<file path="src/rtl/map_arb_pkg.sv">
// Shared types and defaults for the map BRAM arbiter and the map dual_port_bram instances.
package map_arb_pkg;

  localparam int unsigned MAP_DATA_WIDTH = 4;
  localparam int unsigned MAP_DATA_DEPTH = 1023;

  typedef enum logic {
    S_ARB  = 1'b0,
    S_FILL = 1'b1
  } state_t;

  // Index width for a requester count, never less than one bit.
  function automatic int unsigned clog2_min1(input int unsigned n);
    return (n <= 32'd2) ? 32'd1 : 32'($clog2(n));
  endfunction

endpackage

</file>
<file path="src/rtl/rr_arbiter.sv">
// Combinational round-robin search: first valid requester at or after ptr_i, wrapping.
module rr_arbiter
  import map_arb_pkg::*;
#(
  parameter int unsigned NUM_REQ = 4,
  parameter int unsigned IDX_W   = clog2_min1(NUM_REQ)
) (
  input  logic [NUM_REQ-1:0] valid_i,
  input  logic [IDX_W-1:0]   ptr_i,
  output logic [NUM_REQ-1:0] grant_o,
  output logic [IDX_W-1:0]   grant_idx_o,
  output logic               any_grant_o
);

  always_comb begin
    logic             found;
    logic [IDX_W-1:0] idx;
    grant_o     = '0;
    grant_idx_o = '0;
    found       = 1'b0;
    idx         = '0;
    for (int unsigned k = 0; k < NUM_REQ; k++) begin
      idx = IDX_W'((32'(ptr_i) + k) % NUM_REQ);
      if (!found && valid_i[idx]) begin
        found        = 1'b1;
        grant_o[idx] = 1'b1;
        grant_idx_o  = idx;
      end
    end
  end

  assign any_grant_o = |grant_o;

endmodule

</file>
<file path="src/rtl/map_bram_arbiter.sv">
// Round-robin sharing of map BRAM port A between game-logic requesters, plus a whole-map fill.
// Define MAP_ARB_LOCK_EN to add req_lock for atomic read-modify-write sequences.
module map_bram_arbiter
  import map_arb_pkg::*;
#(
  parameter  int unsigned NUM_REQ    = 4,
  parameter  int unsigned DATA_WIDTH = MAP_DATA_WIDTH,
  parameter  int unsigned DATA_DEPTH = MAP_DATA_DEPTH,
  localparam int unsigned ADDR_W     = $clog2(DATA_DEPTH),
  localparam int unsigned IDX_W      = clog2_min1(NUM_REQ)
) (
  input  logic                           clk,
  input  logic                           rst_n,
  input  logic [NUM_REQ-1:0]             req_valid,
  output logic [NUM_REQ-1:0]             req_ready,
  input  logic [NUM_REQ-1:0]             req_we,
  input  logic [NUM_REQ*ADDR_W-1:0]      req_addr,
  input  logic [NUM_REQ*DATA_WIDTH-1:0]  req_wdata,
`ifdef MAP_ARB_LOCK_EN
  input  logic [NUM_REQ-1:0]             req_lock,
`endif
  output logic [NUM_REQ-1:0]             rsp_valid,
  output logic [DATA_WIDTH-1:0]          rsp_rdata,
  input  logic                           fill_start,
  input  logic [DATA_WIDTH-1:0]          fill_value,
  output logic                           fill_busy,
  output logic                           fill_done,
  output logic                           bram_we,
  output logic [ADDR_W-1:0]              bram_addr,
  output logic [DATA_WIDTH-1:0]          bram_din,
  input  logic [DATA_WIDTH-1:0]          bram_dout
);

  state_t                  state_q, state_d;
  logic [IDX_W-1:0]        rr_ptr_q, rr_ptr_d;
  logic [ADDR_W-1:0]       cnt_q, cnt_d;
  logic [DATA_WIDTH-1:0]   fill_val_q, fill_val_d;
  logic [NUM_REQ-1:0]      rsp_valid_q, rsp_valid_d;
  logic                    fill_done_q, fill_done_d;

  logic [ADDR_W-1:0]       addr_arr  [NUM_REQ];
  logic [DATA_WIDTH-1:0]   wdata_arr [NUM_REQ];
  logic [NUM_REQ-1:0]      arb_valid;
  logic [NUM_REQ-1:0]      grant_oh;
  logic [IDX_W-1:0]        grant_idx;
  logic [IDX_W-1:0]        rr_next;
  logic                    any_grant;

  for (genvar i = 0; i < NUM_REQ; i++) begin : g_unpack
    assign addr_arr[i]  = req_addr[i*ADDR_W +: ADDR_W];
    assign wdata_arr[i] = req_wdata[i*DATA_WIDTH +: DATA_WIDTH];
  end

`ifdef MAP_ARB_LOCK_EN
  logic                    lock_q, lock_d;
  logic [IDX_W-1:0]        lock_idx_q, lock_idx_d;
  logic                    fill_pend_q, fill_pend_d;

  // A held lock hides every other requester; it lapses as soon as the owner drops valid.
  always_comb begin
    arb_valid = req_valid;
    if (lock_q && req_valid[lock_idx_q]) begin
      arb_valid             = '0;
      arb_valid[lock_idx_q] = 1'b1;
    end
  end
`else
  assign arb_valid = req_valid;
`endif

  rr_arbiter #(
    .NUM_REQ (NUM_REQ),
    .IDX_W   (IDX_W)
  ) u_rr_arbiter (
    .valid_i     (arb_valid),
    .ptr_i       (rr_ptr_q),
    .grant_o     (grant_oh),
    .grant_idx_o (grant_idx),
    .any_grant_o (any_grant)
  );

  assign rr_next = (grant_idx == IDX_W'(NUM_REQ - 1)) ? '0 : grant_idx + IDX_W'(1);

  // Next-state and combinational BRAM/handshake drive.
  always_comb begin
    state_d     = state_q;
    rr_ptr_d    = rr_ptr_q;
    cnt_d       = cnt_q;
    fill_val_d  = fill_val_q;
    rsp_valid_d = '0;
    fill_done_d = 1'b0;
    req_ready   = '0;
    bram_we     = 1'b0;
    bram_addr   = '0;
    bram_din    = '0;
`ifdef MAP_ARB_LOCK_EN
    lock_d      = lock_q;
    lock_idx_d  = lock_idx_q;
    fill_pend_d = fill_pend_q;
`endif

    case (state_q)
      S_ARB: begin
`ifdef MAP_ARB_LOCK_EN
        lock_d = 1'b0;
`endif
        if (any_grant) begin
          req_ready   = grant_oh;
          bram_we     = req_we[grant_idx];
          bram_addr   = addr_arr[grant_idx];
          bram_din    = wdata_arr[grant_idx];
          rsp_valid_d = grant_oh;
`ifdef MAP_ARB_LOCK_EN
          lock_d     = req_lock[grant_idx];
          lock_idx_d = grant_idx;
          if (!req_lock[grant_idx]) begin
            rr_ptr_d = rr_next;
          end
`else
          rr_ptr_d = rr_next;
`endif
        end

`ifdef MAP_ARB_LOCK_EN
        // A fill requested under lock is remembered and launched once the lock clears.
        if (fill_start) begin
          fill_val_d = fill_value;
        end
        if (fill_start || fill_pend_q) begin
          if (lock_d) begin
            fill_pend_d = 1'b1;
          end else begin
            state_d     = S_FILL;
            cnt_d       = '0;
            fill_pend_d = 1'b0;
          end
        end
`else
        if (fill_start) begin
          state_d    = S_FILL;
          cnt_d      = '0;
          fill_val_d = fill_value;
        end
`endif
      end

      S_FILL: begin
        bram_we   = 1'b1;
        bram_addr = cnt_q;
        bram_din  = fill_val_q;
        cnt_d     = cnt_q + ADDR_W'(1);
        if (cnt_q == ADDR_W'(DATA_DEPTH - 1)) begin
          state_d     = S_ARB;
          cnt_d       = '0;
          fill_done_d = 1'b1;
        end
      end

      default: state_d = S_ARB;
    endcase

    // Combinational drives stay quiet while reset is held.
    if (!rst_n) begin
      req_ready = '0;
      bram_we   = 1'b0;
      bram_addr = '0;
      bram_din  = '0;
    end
  end

  always_ff @(posedge clk or negedge rst_n) begin
    if (!rst_n) begin
      state_q     <= S_ARB;
      rr_ptr_q    <= '0;
      cnt_q       <= '0;
      fill_val_q  <= '0;
      rsp_valid_q <= '0;
      fill_done_q <= 1'b0;
`ifdef MAP_ARB_LOCK_EN
      lock_q      <= 1'b0;
      lock_idx_q  <= '0;
      fill_pend_q <= 1'b0;
`endif
    end else begin
      state_q     <= state_d;
      rr_ptr_q    <= rr_ptr_d;
      cnt_q       <= cnt_d;
      fill_val_q  <= fill_val_d;
      rsp_valid_q <= rsp_valid_d;
      fill_done_q <= fill_done_d;
`ifdef MAP_ARB_LOCK_EN
      lock_q      <= lock_d;
      lock_idx_q  <= lock_idx_d;
      fill_pend_q <= fill_pend_d;
`endif
    end
  end

  assign rsp_valid = rsp_valid_q;
  assign rsp_rdata = bram_dout;
  assign fill_busy = (state_q == S_FILL);
  assign fill_done = fill_done_q;

endmodule

</file>
<file path="config.mk">
export PLATFORM = sky130hd
export DESIGN_NAME = map_bram_arbiter
export DESIGN_NICKNAME = d
export VERILOG_FILES = /design/src/rtl/map_arb_pkg.sv /design/src/rtl/rr_arbiter.sv /design/src/rtl/map_bram_arbiter.sv
export SDC_FILE = /design/constraint.sdc
export NUM_CORES = 1
export LEC_CHECK = 0
export BUFFER_PORTS_ARGS = -buffer_cell sky130_fd_sc_hd__buf_2
export CAP_MARGIN = 5
export CORE_ASPECT_RATIO = 1.5
export CORE_UTILIZATION = 48
export CTS_CLUSTER_SIZE = 14
export DETAILED_ROUTE_END_ITERATION = 16
export PLACE_DENSITY = 0.83
export REMOVE_ABC_BUFFERS = 1
export SLEW_MARGIN = 40
export SYNTH_ARGS = -nofsm -noshare
export SYNTH_HDL_FRONTEND = slang
export SYNTH_SLANG_ARGS = --single-unit
</file>
<file path="constraint.sdc">
create_clock -name clk -period 5.2 [get_ports clk]
set_clock_uncertainty 0.15 [all_clocks]
set_input_delay 1.04 -clock clk [delete_from_list [all_inputs] [get_ports clk]]
set_output_delay 1.04 -clock clk [all_outputs]
set_load 0.1 [all_outputs]
</file>
== Word-level counts from Yosys, hierarchy flattened ==
Cells that the tools add are included.
W data, S select, Z words.

* Word-level logic and storage cells: 98
* Latch bits: 0
* Output and inout port bits: 29
* Bits in writable memories: 0
* Memories: 0
* Bits in read-only memories: 0
* Register bits after elaboration: 22
* Input bits: 75

* $add $sub $neg: 5
* Reductions and logical operators: 13
* Magnitude comparators: 10
* Shift operators: 0
* Multiplexer cells: 56
* Bitwise logic cells: 5
* Multipliers: 0
* Div/mod/pow operators: 0
* Equality and inequality tests: 3

{| class="wikitable"
|+ Operator list
! operator !! count
|-
| $mux W10 || 6
|-
| $mux W4 || 11
|-
| $pmux W10 S2 || 2
|-
| $bmux W10 S2 || 1
|-
| $mux W1 || 18
|-
| $lt A2 B3 Y1 const B || 5
|-
| $or A4 B4 Y4 || 3
|-
| $add A10 B1 Y10 const B || 1
|-
| $bmux W1 S2 || 5
|-
| $eq A10 B10 Y1 const B || 1
|-
| $mux W2 || 5
|-
| $bmux W4 S2 || 1
|-
| $demux W1 S2 || 4
|-
| $ge A2 B1 Y1 const B || 4
|-
| $pmux W4 S2 || 1
|-
| $logic_and A1 B1 Y1 || 7
|-
| $add A2 B1 Y2 const B || 2
|-
| $add A2 B2 Y2 const B || 2
|-
| $pmux W1 S2 || 2
|-
| $reduce_and A2 Y1 || 2
|-
| $reduce_or A4 Y1 || 1
|-
| $ge A3 B3 Y1 const B || 1
|-
| $logic_not A1 Y1 || 3
|-
| $not A2 Y3 || 1
|-
| 3 further kinds || 3
|}

== Longest topological paths before layout ==
* Depth in word-level cells: 19
* Mapped depth: 13
* Mapped depth without buffers: 9

== Cells and area by module ==
From an unflattened synthesis, not the netlist that was laid out.

* Cells, all modules: 211
* Area total of the unflattened synthesis: 2174.6 µm²

{| class="wikitable"
|+ Modules (own cells, without submodules)
! module !! cells an instance !! instances !! area each (µm²) !! seq. area each (µm²)
|-
| map_bram_arbiter || 153 || 1 || 1684.1 || 550.5
|-
| rr_arbiter || 58 || 1 || 490.5 || 0.0
|}

== Worst setup path after synthesis ==
Ideal clock, no wire load.

* Kind: input to output
* From: in req_valid[2]
* To: out bram_addr[0]
* Arrival time: 4925 ps
* Path buffers: 2
* Cell stages on the path: 7
* Required time: 4010 ps
* Slack: -915 ps
* Cell sequence: clkbuf_1 > mux2i_1 > or4_1 > nand3_1 > buf_2 > mux2_2 > o21ai_0

* Word-level cells in the longest chain between the ends: 19
* Elaborated cells between the ends (all ways): 36
* Classes of those cells: mux: 25; bitwise: 4; reduce/logical: 7

{| class="wikitable"
|+ Ends and longest elaborated chain
! item !! line !! RTL
|-
| start, declared || map_bram_arbiter.sv:14 || <nowiki>input logic [NUM_REQ-1:0] req_valid,</nowiki>
|-
| $bmux W1 S2 || rr_arbiter.sv:24 || <nowiki>if (!found && valid_i[idx]) begin</nowiki>
|-
| $mux W1 (not written as such) || rr_arbiter.sv:24 ||
|-
| $mux W1 || rr_arbiter.sv:24 ||
|-
| $logic_not A1 Y1 || rr_arbiter.sv:24 ||
|-
| $logic_and A1 B1 Y1 || rr_arbiter.sv:24 ||
|-
| $mux W1 || rr_arbiter.sv:24 ||
|-
| $logic_not A1 Y1 || rr_arbiter.sv:24 ||
|-
| $logic_and A1 B1 Y1 || rr_arbiter.sv:24 ||
|-
| [2 not listed] || - ||
|-
| $logic_and A1 B1 Y1 || rr_arbiter.sv:24 ||
|-
| $mux W2 || rr_arbiter.sv:24 ||
|-
| $not A2 Y3 (not written as such) || map_bram_arbiter.sv:110 || <nowiki>bram_addr = addr_arr[grant_idx];</nowiki>
|-
| $bmux W10 S2 || map_bram_arbiter.sv:110 ||
|-
| $mux W10 (not written as such) (2 in series) || map_bram_arbiter.sv:110 ||
|-
| $mux W10 (*) || map_bram_arbiter.sv:107 || <nowiki>if (any_grant) begin</nowiki>
|-
| $pmux W10 S2 (*) || map_bram_arbiter.sv:102 || <nowiki>case (state_q)</nowiki>
|-
| $mux W10 (*) || map_bram_arbiter.sv:163 || <nowiki>if (!rst_n) begin</nowiki>
|-
| end, declared || map_bram_arbiter.sv:29 || <nowiki>output logic [ADDR_W-1:0] bram_addr,</nowiki>
|}

Mark *: on every way between the ends. The rest lies on a longest branch, timed or not. The select of a mux whose other input is x is not followed.

== Worst setup path after layout ==
* From: reg rr_ptr_q[1]
* To: out bram_addr[9]

* Word-level cells in the longest chain between the ends: 19
* Elaborated cells between the ends (all ways): 59
* Classes of those cells: add/sub: 3; order compare: 8; mux: 33; bitwise: 4; reduce/logical: 11

{| class="wikitable"
|+ Ends and longest elaborated chain
! item !! line !! RTL
|-
| start, declared || map_bram_arbiter.sv:35 || <nowiki>logic [IDX_W-1:0] rr_ptr_q, rr_ptr_d;</nowiki>
|-
| start signal, assigned || map_bram_arbiter.sv:186 || <nowiki>rr_ptr_q <= rr_ptr_d;</nowiki>
|-
| parallel branches: the longest is 16 deep, another holds $lt A2 B3 Y1 || - ||
|-
| $mux W10 (*) || map_bram_arbiter.sv:107 ||
|-
| $pmux W10 S2 (*) || map_bram_arbiter.sv:102 ||
|-
| $mux W10 (*) || map_bram_arbiter.sv:163 ||
|}

Every way passes the cells marked *. The select of a mux whose other input is x is not followed.

==> flow_summary.json <==
{
  "drt.antenna.violating_nets": 0,
  "io_pins": 104,
  "synth_top_area_share_pct": 23.8,
  "nNetsFinal": 437,
  "power.density_nw_per_um2": 515,
  "ctsHtreeMaxLevel": 1,
  "grt_usage_pct": 24.6,
  "critPathMaxFanout": 14,
  "synth_enable_flop_cells": 0,
  "via_per_inst": 5.79,
  "synth_area_sq_um": 2310,
  "crit_path_end_kind": "primary output",
  "slew_headroom_pct": 55.9,
  "clkTransAtPathRegs_ns": 0.07,
  "power_w": 0.00159,
  "clock.fmax_ghz": 0.205,
  "area_growth_pct": 34.0,
  "critPathKind": "flop to primary output",
  "cp_num_buf_inv": 3,
  "yosysTopAreaCell": "dfrtp_1",
  "grt_antenna_before_repair": 0,
  "core_sq_um": 4580,
  "post-route-min-period_ns": 4.89,
  "finish.instance_area_sq_um": 3090,
  "dieHeight_microns": 86.9,
  "setup.worst_path.start_class": "flop",
  "worst_pin_slew_ns": 0.659,
  "worstHoldPathType": "flop to flop",
  "dp_hpwl_mm": 4.90,
  "grt-ovfl-total": 0,
  "crit_top_cell": "buf_12",
  "path_delay_family": "simple AND/OR/NAND/NOR gates",
  "synth_cells": 272,
  "hold_violations": 0,
  "rows": 30,
  "synth.distinct_cells": 47,
  "insertion_delay_ns": 0.27,
  "drtIter0Drc": 77,
  "yosysSeqAreaShare_pct": 23.8,
  "start_util_pct": 50.4,
  "finalSetupViolCount": 0,
  "hold_slack_ns": 0.359,
  "grt_pass1_wl_mm": 9.62,
  "wl_per_cell_microns": 14.9,
  "cts-hold-fix-buffers": 0,
  "maxCapViolCount": 0,
  "arrival_ns": 3.70,
  "post-route-period-util_pct": 94.0,
  "dieArea_sq_um": 5100,
  "synthArstFlopShare_pct": 100,
  "clk_path_buf_depth": 2,
  "slowest_stage": "dfrtp_1",
  "synthFlopType": "dfrtp_1",
  "drive_gt1_share_pct": 36.8,
  "place_area_sq_um": 3040,
  "portBuffers": 95,
  "die_x_microns": 58.6,
  "grt_max_degree": 31,
  "synth.area.top_cells": "dfrtp_1 24%, mux2i_1 16%, mux2_2 9.3%",
  "cts_root_buffer": "clkbuf_8",
  "firstDrtPassIters": 5,
  "drc": 0,
  "cts.sinks": 22,
  "grt_pass1_vias": 2274,
  "routed_wl_mm": 6.20,
  "status": "finished clean",
  "worst_path_largest_cell_delay_ns": 0.59,
  "p_leak_nw": 1.46,
  "diodes": 0,
  "yosys_warnings": 0,
  "synth_common_cells": "38 x mux2i_1, 33 x o21ai_0, 28 x nand2_1, 22 x dfrtp_1, 19 x mux2_2",
  "ir_worst_vdd_v": 0.000428,
  "nFillCells": 388,
  "cts_made_buffers": 3,
  "tns_ns": 0,
  "cp.required_ns": 4.01,
  "slew_violations": 0,
  "gp_congestion": 0.975,
  "cp_cell_sequence": "inv_1 > ha_1 > mux2i_1 > or4_1 > nand3_1 > buf_12 > mux2_2 > o21ai_0 > buf_12",
  "synth-seq-cells": 22,
  "cts_tree": "yes",
  "synth_most_common_cell": "mux2i_1",
  "via_count": 2415,
  "grt_setup_unrepaired": "no",
  "synth.avg_cell_area_sq_um": 8.49
}
==> state kept, by name (all words and copies together) (netlist names) <==
| signal | count |
|---|---|
| cnt_q | 10 |
| fill_busy | 1 |
| fill_done | 1 |
| fill_val_q | 4 |
| rr_ptr_q | 2 |
| rsp_valid | 4 |
==> layout make-up <==
cell class | count | area (sq um) | share of cell area (%)
clock buffers | 4 | 55.1 | 1.78
inverters | 6 | 22.5 | 0.728
multi-input cells | 221 | 1620 | 52.4
flip-flops and latches | 22 | 551 | 17.8
well taps | 64 | 80.1 | 2.59
repair buffers | 100 | 763 | 24.7
==> final timing paths <==
check                              startpoint       endpoint  slack, ns  cells past startpoint
min in group asynchronous               rst_n       cnt_q[6]       0.49                      1
max in group asynchronous               rst_n       cnt_q[2]       3.94                      2
worst max-delay path              rr_ptr_q[1]   bram_addr[9]       0.31                      9
worst min-delay path            fill_val_q[3]  fill_val_q[3]       0.36                      1
worst max register to register    rr_ptr_q[1]    rr_ptr_q[0]       1.79                      9
worst min register to register  fill_val_q[3]  fill_val_q[3]       0.36                      1
==> cell usage in the layout (no fill, tap or decap), types with 2 or more instances in the layout <==
| cell type | instances |
|---|---|
| a21boi_0 | 2 |
| a21oi_1 | 5 |
| a221oi_1 | 2 |
| a22o_1 | 2 |
| a22oi_1 | 2 |
| a31oi_1 | 2 |
| and2_1 | 4 |
| and3_1 | 5 |
| and4_1 | 2 |
| buf_12 | 17 |
| buf_2 | 80 |
| buf_4 | 3 |
| clkbuf_8 | 4 |
| dfrtp_1 | 22 |
| ha_1 | 8 |
| inv_1 | 6 |
| mux2_2 | 19 |
| mux2i_1 | 38 |
| mux4_2 | 2 |
| nand2_1 | 28 |
| nand2b_1 | 7 |
| nand3_1 | 7 |
| nand4_1 | 3 |
| nor2_1 | 16 |
| nor2b_1 | 3 |
| nor3b_1 | 2 |
| o211ai_1 | 3 |
| o21ai_0 | 33 |
| o22a_1 | 3 |
| o31ai_1 | 3 |
| or4_1 | 2 |
==> metrics by stage <==
step                      instances  util, %  setup WS [ns]
after floorplan                 249        -          -1.35
after global placement          413     66.3          0.478
after detailed placement        413     66.3          0.423
after CTS                       417     67.5          0.203
after global routing            417     67.5          0.141
final                           417     67.5          0.314
==> routing by layer <==
metal  up-vias  global-route usage, %  routed length, microns
met1      1145                   23.0                    2220
met5         -                      0                       0
met4         0                   13.0                     189
li1       1155                      -                       -
met3        13                   2.97                     398
met2       102                   49.5                    3390
==> cell families (layout without fill, tap and decap cells) <==
group / after synthesis / count (layout) / share of synthesized area, %
compound gates: 66 / 66 / 18.0
xor+xnor: 1 / 1 / 0.379
fa+ha+maj: 8 / 8 / 4.34
buf+inv: 29 / 110 / 6.07
flops: 22 / 22 / 23.8
mux: 60 / 60 / 28.3
simple gates: 86 / 86 / 19.0
==> what timing repair did <==
item | 4_1_cts | 5_1_grt
gates resized for setup | 0 | 1
hold endpoints to repair | 0 | 0
setup buffers | 0 | 0
endpoints found under the setup margin | 0 | 14
==> power by group <==
group / leakage, nW / total [W] / switching [W] / internal, W
logic: 1.16 / 0.00119 / 0.000649 / 0.000540
registers: 0.272 / 0.000280 / 0.0000637 / 0.000216
clock network: 0.0288 / 0.000123 / 0.0000556 / 0.0000676
(Power assumes the default switching activity.)
